<file path="config.mk">
export PLATFORM = sky130hd
export DESIGN_NAME = regfile_sb
export DESIGN_NICKNAME = d
export VERILOG_FILES = /design/src/rtl/regfile_sb.sv
export SDC_FILE = /design/constraint.sdc
export NUM_CORES = 1
export LEC_CHECK = 0
export ABC_CLOCK_PERIOD_IN_PS = 11200
export CORE_ASPECT_RATIO = 1.5
export CORE_MARGIN = 4
export CORE_UTILIZATION = 30
export DETAILED_ROUTE_END_ITERATION = 16
export PLACE_DENSITY_LB_ADDON = 0.25
export SETUP_SLACK_MARGIN = 0.2
export SKIP_LAST_GASP = 1
export SLEW_MARGIN = 20
export SYNTH_ARGS = -nofsm -noshare
export SYNTH_HDL_FRONTEND = slang
export SYNTH_SLANG_ARGS = --single-unit
export TNS_END_PERCENT = 5
</file>
<file path="constraint.sdc">
create_clock -name clk -period 11.2 [get_ports clk]
set_input_delay 2.8 -clock clk [delete_from_list [all_inputs] [get_ports clk]]
set_output_delay 2.8 -clock clk [all_outputs]
set_load 0.1 [all_outputs]
</file>
<file path="src/rtl/regfile_sb.sv">
`default_nettype none
// ============================================================================
// Module   : regfile_sb
// Purpose  : Register file with scoreboard. It has DEPTH-1 writable N-bit
//            registers, where r0 is hard-wired to zero. It has two
//            combinational read ports with write bypass. Per-register busy
//            (pending-producer) bits are kept, and a single branch checkpoint
//            of the busy vector can be saved and restored.
// Ports    : clk, nreset         - clock, asynchronous active-low reset
//            we/waddr/wdata      - writeback port (also clears busy)
//            raddr1/2 -> rdata1/2, rbusy1/2 - combinational read ports
//            claim/claim_addr    - issue marks a destination busy
//            chk_save/chk_restore- snapshot / roll back the busy vector
//            nbusy               - registered popcount of busy bits
// Revision : 1.0 - initial release
// ============================================================================
module regfile_sb #(
    parameter  int N     = 8,
    parameter  int DEPTH = 16,
    localparam int AW    = $clog2(DEPTH)
) (
    input  logic          clk,
    input  logic          nreset,
    input  logic          we,
    input  logic [AW-1:0] waddr,
    input  logic [N-1:0]  wdata,
    input  logic [AW-1:0] raddr1,
    input  logic [AW-1:0] raddr2,
    output logic [N-1:0]  rdata1,
    output logic [N-1:0]  rdata2,
    output logic          rbusy1,
    output logic          rbusy2,
    input  logic          claim,
    input  logic [AW-1:0] claim_addr,
    input  logic          chk_save,
    input  logic          chk_restore,
    output logic [AW:0]   nbusy
);

    // Storage: entry 0 does not exist; bit 0 of busy/snap vectors is kept
    // permanently zero so they can be indexed directly by an address.
    logic [N-1:0]     mem_q  [DEPTH-1:1];
    logic [N-1:0]     mem_d  [DEPTH-1:1];
    logic [DEPTH-1:0] busy_q, busy_d;
    logic [DEPTH-1:0] snap_q, snap_d;
    logic [AW:0]      nbusy_q, nbusy_d;

    logic             wr_en;
    logic [DEPTH-1:0] wr_clr;
    logic [DEPTH-1:0] claim_set;
    logic [DEPTH-1:0] busy_upd;

    // Gating with nreset keeps the bypass from leaking wdata while in reset.
    assign wr_en = we & nreset & (waddr != '0);

    always_comb begin
        wr_clr    = '0;
        claim_set = '0;
        if (wr_en) begin
            wr_clr[waddr] = 1'b1;
        end
        if (claim && (claim_addr != '0)) begin
            claim_set[claim_addr] = 1'b1;
        end

        // Set after clear: a same-cycle claim names a newer producer.
        busy_upd = (busy_q & ~wr_clr) | claim_set;

        // Restore ignores claim and save, but still honours this cycle's write.
        if (chk_restore) begin
            busy_d = snap_q & ~wr_clr;
        end else begin
            busy_d = busy_upd;
        end

        // Writes also clear the snapshot so completed producers stay retired.
        if (chk_save && !chk_restore) begin
            snap_d = busy_upd;
        end else begin
            snap_d = snap_q & ~wr_clr;
        end

        nbusy_d = '0;
        for (int i = 1; i < DEPTH; i++) begin
            nbusy_d = nbusy_d + {{AW{1'b0}}, busy_d[i]};
        end
    end

    always_comb begin
        mem_d = mem_q;
        if (wr_en) begin
            mem_d[waddr] = wdata;
        end
    end

    // Read ports: r0 is zero, then write bypass, then stored value.
    always_comb begin
        rdata1 = '0;
        rdata2 = '0;
        if (raddr1 != '0) begin
            rdata1 = (wr_en && (waddr == raddr1)) ? wdata : mem_q[raddr1];
        end
        if (raddr2 != '0) begin
            rdata2 = (wr_en && (waddr == raddr2)) ? wdata : mem_q[raddr2];
        end
        // busy_q[0] is always 0, so reads of r0 are never busy.
        rbusy1 = busy_q[raddr1] & ~(wr_en && (waddr == raddr1));
        rbusy2 = busy_q[raddr2] & ~(wr_en && (waddr == raddr2));
    end

    always_ff @(posedge clk or negedge nreset) begin
        if (!nreset) begin
            for (int i = 1; i < DEPTH; i++) begin
                mem_q[i] <= '0;
            end
            busy_q  <= '0;
            snap_q  <= '0;
            nbusy_q <= '0;
        end else begin
            mem_q   <= mem_d;
            busy_q  <= busy_d;
            snap_q  <= snap_d;
            nbusy_q <= nbusy_d;
        end
    end

    assign nbusy = nbusy_q;

endmodule
`default_nettype wire

</file>
# Word-level counts from Yosys, hierarchy flattened
# Index checks and enable logic that the tools add are counted.
# Widths: inputs -> output; s select.
totals:
  regBits: 157
  inputBits: 30
  out_inout_bits: 23
  elab_cells: 84
op_classes:
  add_sub_neg: 14
  n_lt_le_gt_ge: 6
  n_eq_ne: 2
  mux: 23
  bitwise: 10
  n_reduce_logical: 11
op_table:
  columns: ["operator", "count"]
  rows:
  - ["$bwmux 120", 1]
  - ["$bmux 8 s4", 2]
  - ["$mux 16", 4]
  - ["$mux 8", 7]
  - ["$add 5x1->5", 10]
  - ["$and 16x16->16", 2]
  - ["$demux 8 s4", 1]
  - ["$lt 4x5->1 const B", 4]
  - ["$not 16->16", 1]
  - ["$or 16x16->16", 1]
  - ["$reduce_bool 4->1", 4]
  - ["$bmux 1 s4", 2]
  - ["$demux 1 s4", 2]
  - ["$eq 4x4->1", 2]
  - ["$ge 4x1->1 const B", 2]
  - ["$logic_and 1x1->1", 6]
  - ["$add 4x1->5", 1]
  - ["$add 3x1->4", 1]
  - ["$and 1x1->1", 4]
  - ["$mux 1", 4]
  - ["$add 2x1->3", 1]
  - ["$add 1x1->2", 1]
  - ["$not 1->1", 2]
  - ["$logic_not 1->1", 1]

# Logic depth before layout (Yosys ltp)
logic_depth:
  word_depth: 23
  ltp_mapped: 16
  mapped_depth_nobuf: 14

# Worst setup path before layout
# Ideal clock, no wire load.
synth_path:
  path_type: "input-to-output"
  startpoint: "input port raddr2[2]"
  endpoint: "output port rbusy2"
  t_arrival_ps: 5826
  required_ps: 8400
  setup_slack_ps: 2574
  cell_stages: 5
  path_buffers: 3
  path_cell_list: "buf_4 > buf_2 > clkbuf_1 > a211oi_1 > a211oi_1"
synth_via:
  elab_chain_len: 4
  word_cells_on_any_way: 6
  cone_classes: "eq/ne: 1; mux: 2; bitwise: 2; reduce/logical: 1"
synth_lines:
  columns: ["element", "line", "rtl"]
  rows:
  - ["from (decl)", "28", "input logic [AW-1:0] raddr2,"]
  - ["branches (longest 3 deep; another with $bmux 1 s4)", null, null]
  - ["$and 1x1->1 *", "108", "rbusy2 = busy_q[raddr2] & ~(wr_en && (waddr == raddr2));"]
  - ["to (decl)", "32", "output logic rbusy2,"]
# Mark *: on every way between the ends. The select of a mux whose other input is x is not followed.

# Worst setup path in the final report
layout_path:
  startpoint: "input port raddr1[3]"
  endpoint: "output port rdata1[0]"
layout_via:
  elab_chain_len: 4
  word_cells_on_any_way: 7
  cone_classes: "eq/ne: 1; mux: 4; reduce/logical: 2"
layout_lines:
  columns: ["element", "line", "rtl"]
  rows:
  - ["from (decl)", "27", "input logic [AW-1:0] raddr1,"]
  - ["$bmux 8 s4 or $eq 4x4->1 (tied branches)", "101", "rdata1 = (wr_en && (waddr == raddr1)) ? wdata : mem_q[raddr1];"]
  - ["$mux 8 (implied by the code) or $logic_and 1x1->1 (tied branches)", "101", null]
  - ["$mux 8", "101", null]
  - ["$mux 8 *", "100", "if (raddr1 != '0) begin"]
  - ["to (decl)", "29", "output logic [N-1:0] rdata1,"]
# Every way passes the cells marked *; elsewhere a longest branch is shown, timed or not. The select of a mux whose other input is x is not followed.

==> results.yml <==
timing:
  setup_viol: 0
  min_period_ps: 9060
  slew_headroom_pct: 24.2
  setup_ws_ps: 2140
  tightest_slew_ps: 1130
  fin_skew_ps: 8.80
  hold_ws_ps: 473
  fin_crit_sh_pct: 80.9
  clock.fmax_mhz: 110
  rsz0062_at_grt: "no"
  hold_viol_final: 0
  drv_slew: 0
  fin_tns_setup_ps: 0
yosys:
  synth_top_area_share_pct: 42.6
  synth_cell_types: 62
  synth_ff_type: "dfrtp_1"
  synth-seq-cells: 156
  yosysSeqAreaShare_pct: 42.6
  syn_area_um2: 9170
  yosys_warnings: 0
  synth_edf_count: 0
  syn_area_per_cell_um2: 11.8
  synthArstFlopShare_pct: 100
  synth_top_area_cell: "dfrtp_1"
  syn-num-nets: 817
  synth_area_leaders: "dfrtp_1 (43%), mux2_2 (14%), mux4_2 (9.1%)"
  synthCells: 775
floorplan:
  core.rowCount: 78
  io_pins: 53
  start_util_pct: 30.3
  die_width_um: 151
  die_y_um: 222
  core_region_area_um2: 30300
  dieArea_um2: 33500
global_routing:
  grt_pass1_vias: 6831
  grt_pass1_wl_mm: 43.0
  antenna_found_initial: 0
  overflow: 0
  grt_use_total_pct: 17.3
  grt_max_degree: 85
setup_path:
  cp_max_fo: 20
  critPathMaxStageDelay_ps: 1220
  cpMaxStageDelayCell: "clkdlybuf4s50_1"
  worst_setup_path_end_kind: "output port"
  startpoint_type: "input port"
  path_cells: "clkdlybuf4s50_1 -> xnor2_1 -> nand4_2 -> or2_1 -> a31oi_1 -> clkdlybuf4s50_1"
  criticalPathCategory: "in2out"
  cpMostUsedCell: "clkdlybuf4s50_1"
  cp.arrival_ps: 6260
  required_ps: 8400
cts:
  postCtsHoldBufs: 0
  post_cts_buffers: 0
  cts_resized: 0
  clockBufferDepth: 2
  clk_latency_ps: 440
  cts.sinks: 156
  cts_tree: "yes"
  htreeDepth: 4
  numCtsBuffers: 17
  clock-root-buffer: "clkbuf_16"
  clk_pin_slew_ps: 60
placed_design:
  gp_congestion: 0.822
  place_ws_ps: 2230
  hpwl_mm: 19.0
  dpl_cell_area_um2: 9860
  io_buffers: 51
detailed_routing:
  detail_route.wl_per_cell_um: 23.7
  drtIter0Drc: 456
  drt_drc_violations_left: 0
  drtAntennaViolNets: 0
  viasPerCell: 5.52
  finalWirelength_mm: 28.5
  drtPass1Iterations: 5
  vias: 6637
final_layout:
  antenna_cells: 0
  syn2layout_area_growth_pct: 13.9
  final_common_cell: "dfrtp_1"
  drive_gt1_share_pct: 25.8
  multi_input_area_um2: 4840
  final_core_util_pct: 34.5
  finalInstanceArea_um2: 10400
  fin_nets: 832
  seq_area_um2: 3900
  final_cell_mix: "dfrtp_1 (156), nand2_1 (121), mux2_2 (114), clkdlybuf4s50_1 (44), mux4_2 (37)"
  fillers: 3041
outcome:
  status: "complete, no violations"
min_path:
  hp-class: "reg2reg"
power_and_ir_drop:
  peakVddDrop_mv: 0.156
  p_per_area_nw_per_um2: 193
  power.leakage_uw: 0.00452
flow_run:
  cap_violations: 0
## layer usage
| metal | part of all wire [%] | track usage [%] | vias up |
|---|---|---|---|
| li1 | - | - | 2904 |
| met1 | 42 | 22.7 | 3440 |
| met2 | 49 | 27.9 | 238 |
| met3 | 5.4 | 3.71 | 55 |
| met4 | 3.4 | 6.50 | 0 |
| met5 | 0 | 0 | - |
## flip-flops by register name (all words and copies together) (netlist names)
register  count
snap_q       16
busy_q       16
mem_q       120
nbusy         4
## synth_stat cells (all sizes together), types with 2 or more instances
master and number:
mux2i 4, and4 2, a22oi 7, ha 2, dfrtp 156, a211oi 2
a21o 4, nor2b 15, a211o 7, nor2 8, fa 10, mux4 48
nand4 2, xnor2 9, nand2b 5, o32ai 8, a31oi 7, o21a 5
a221oi 16, mux2 130, nand4b 3, and2b 2, nor3 10, o22a 2
a22o 10, o21ai 36, nand3 26, a32oi 4, inv 17, nand2 121
clkbuf 22, and4b 2, buf 43, and3 4, nand3b 2, o22ai 11
a21boi 2
## critical path: cells and delay by family
family	cells	cell delay, ps
AND/OR/NAND/NOR	2	660
buffers and inverters	2	2070
XOR/XNOR	1	380
AO/OA/AOI/OAI	1	350
## cell families after synthesis
logic type	share of synthesized area [%]
xor gates and xnor gates	0.859
buffers and inverters	4.71
AOI/OAI and AO/OA	10.0
adders and majority gates	2.45
other	0.0409
and+or+nand+nor	10.7
DFF	42.6
muxes	28.7
## stage by stage
step,cells,total power [uW]
6_report,1203,2020
4_1_cts,1203,2040
3_5_place_dp,1171,1460
2_1_floorplan,775,1250
5_1_grt,1203,2140
3_3_place_gp,1171,1450
## power by group
group          total, uW  switching, uW  internal (uW)
registers            763           82.3            681
clock network        580            246            334
logic                677            385            292
total               2020            714           1310
## area by class of cell
type | instances | share of cell area, %
clock inverter | 14 | 1.37
sequential | 156 | 37.4
timing repair buffer | 61 | 5.36
clock buffer | 18 | 4.20
multi-input combinational | 537 | 46.3
inverter | 17 | 0.611
tap | 400 | 4.79
## worst paths after layout
path	to	start	slack (ps)	depth (start not counted)
worst max-delay path	rdata1[0]	raddr1[3]	2140	6
worst max register to register	nbusy[1]$_DFF_PN0_	busy_q[6]$_DFF_PN0_	7110	11
worst min register to register	snap_q[0]$_DFF_PN0_	snap_q[0]$_DFF_PN0_	470	2
worst min-delay path	snap_q[0]$_DFF_PN0_	snap_q[0]$_DFF_PN0_	470	2
max in group asynchronous	mem_q[59]$_DFFE_PN0P_	nreset	7550	2
min in group asynchronous	snap_q[9]$_DFF_PN0_	nreset	2410	1
Note: power is estimated with default switching activity, not from simulation.
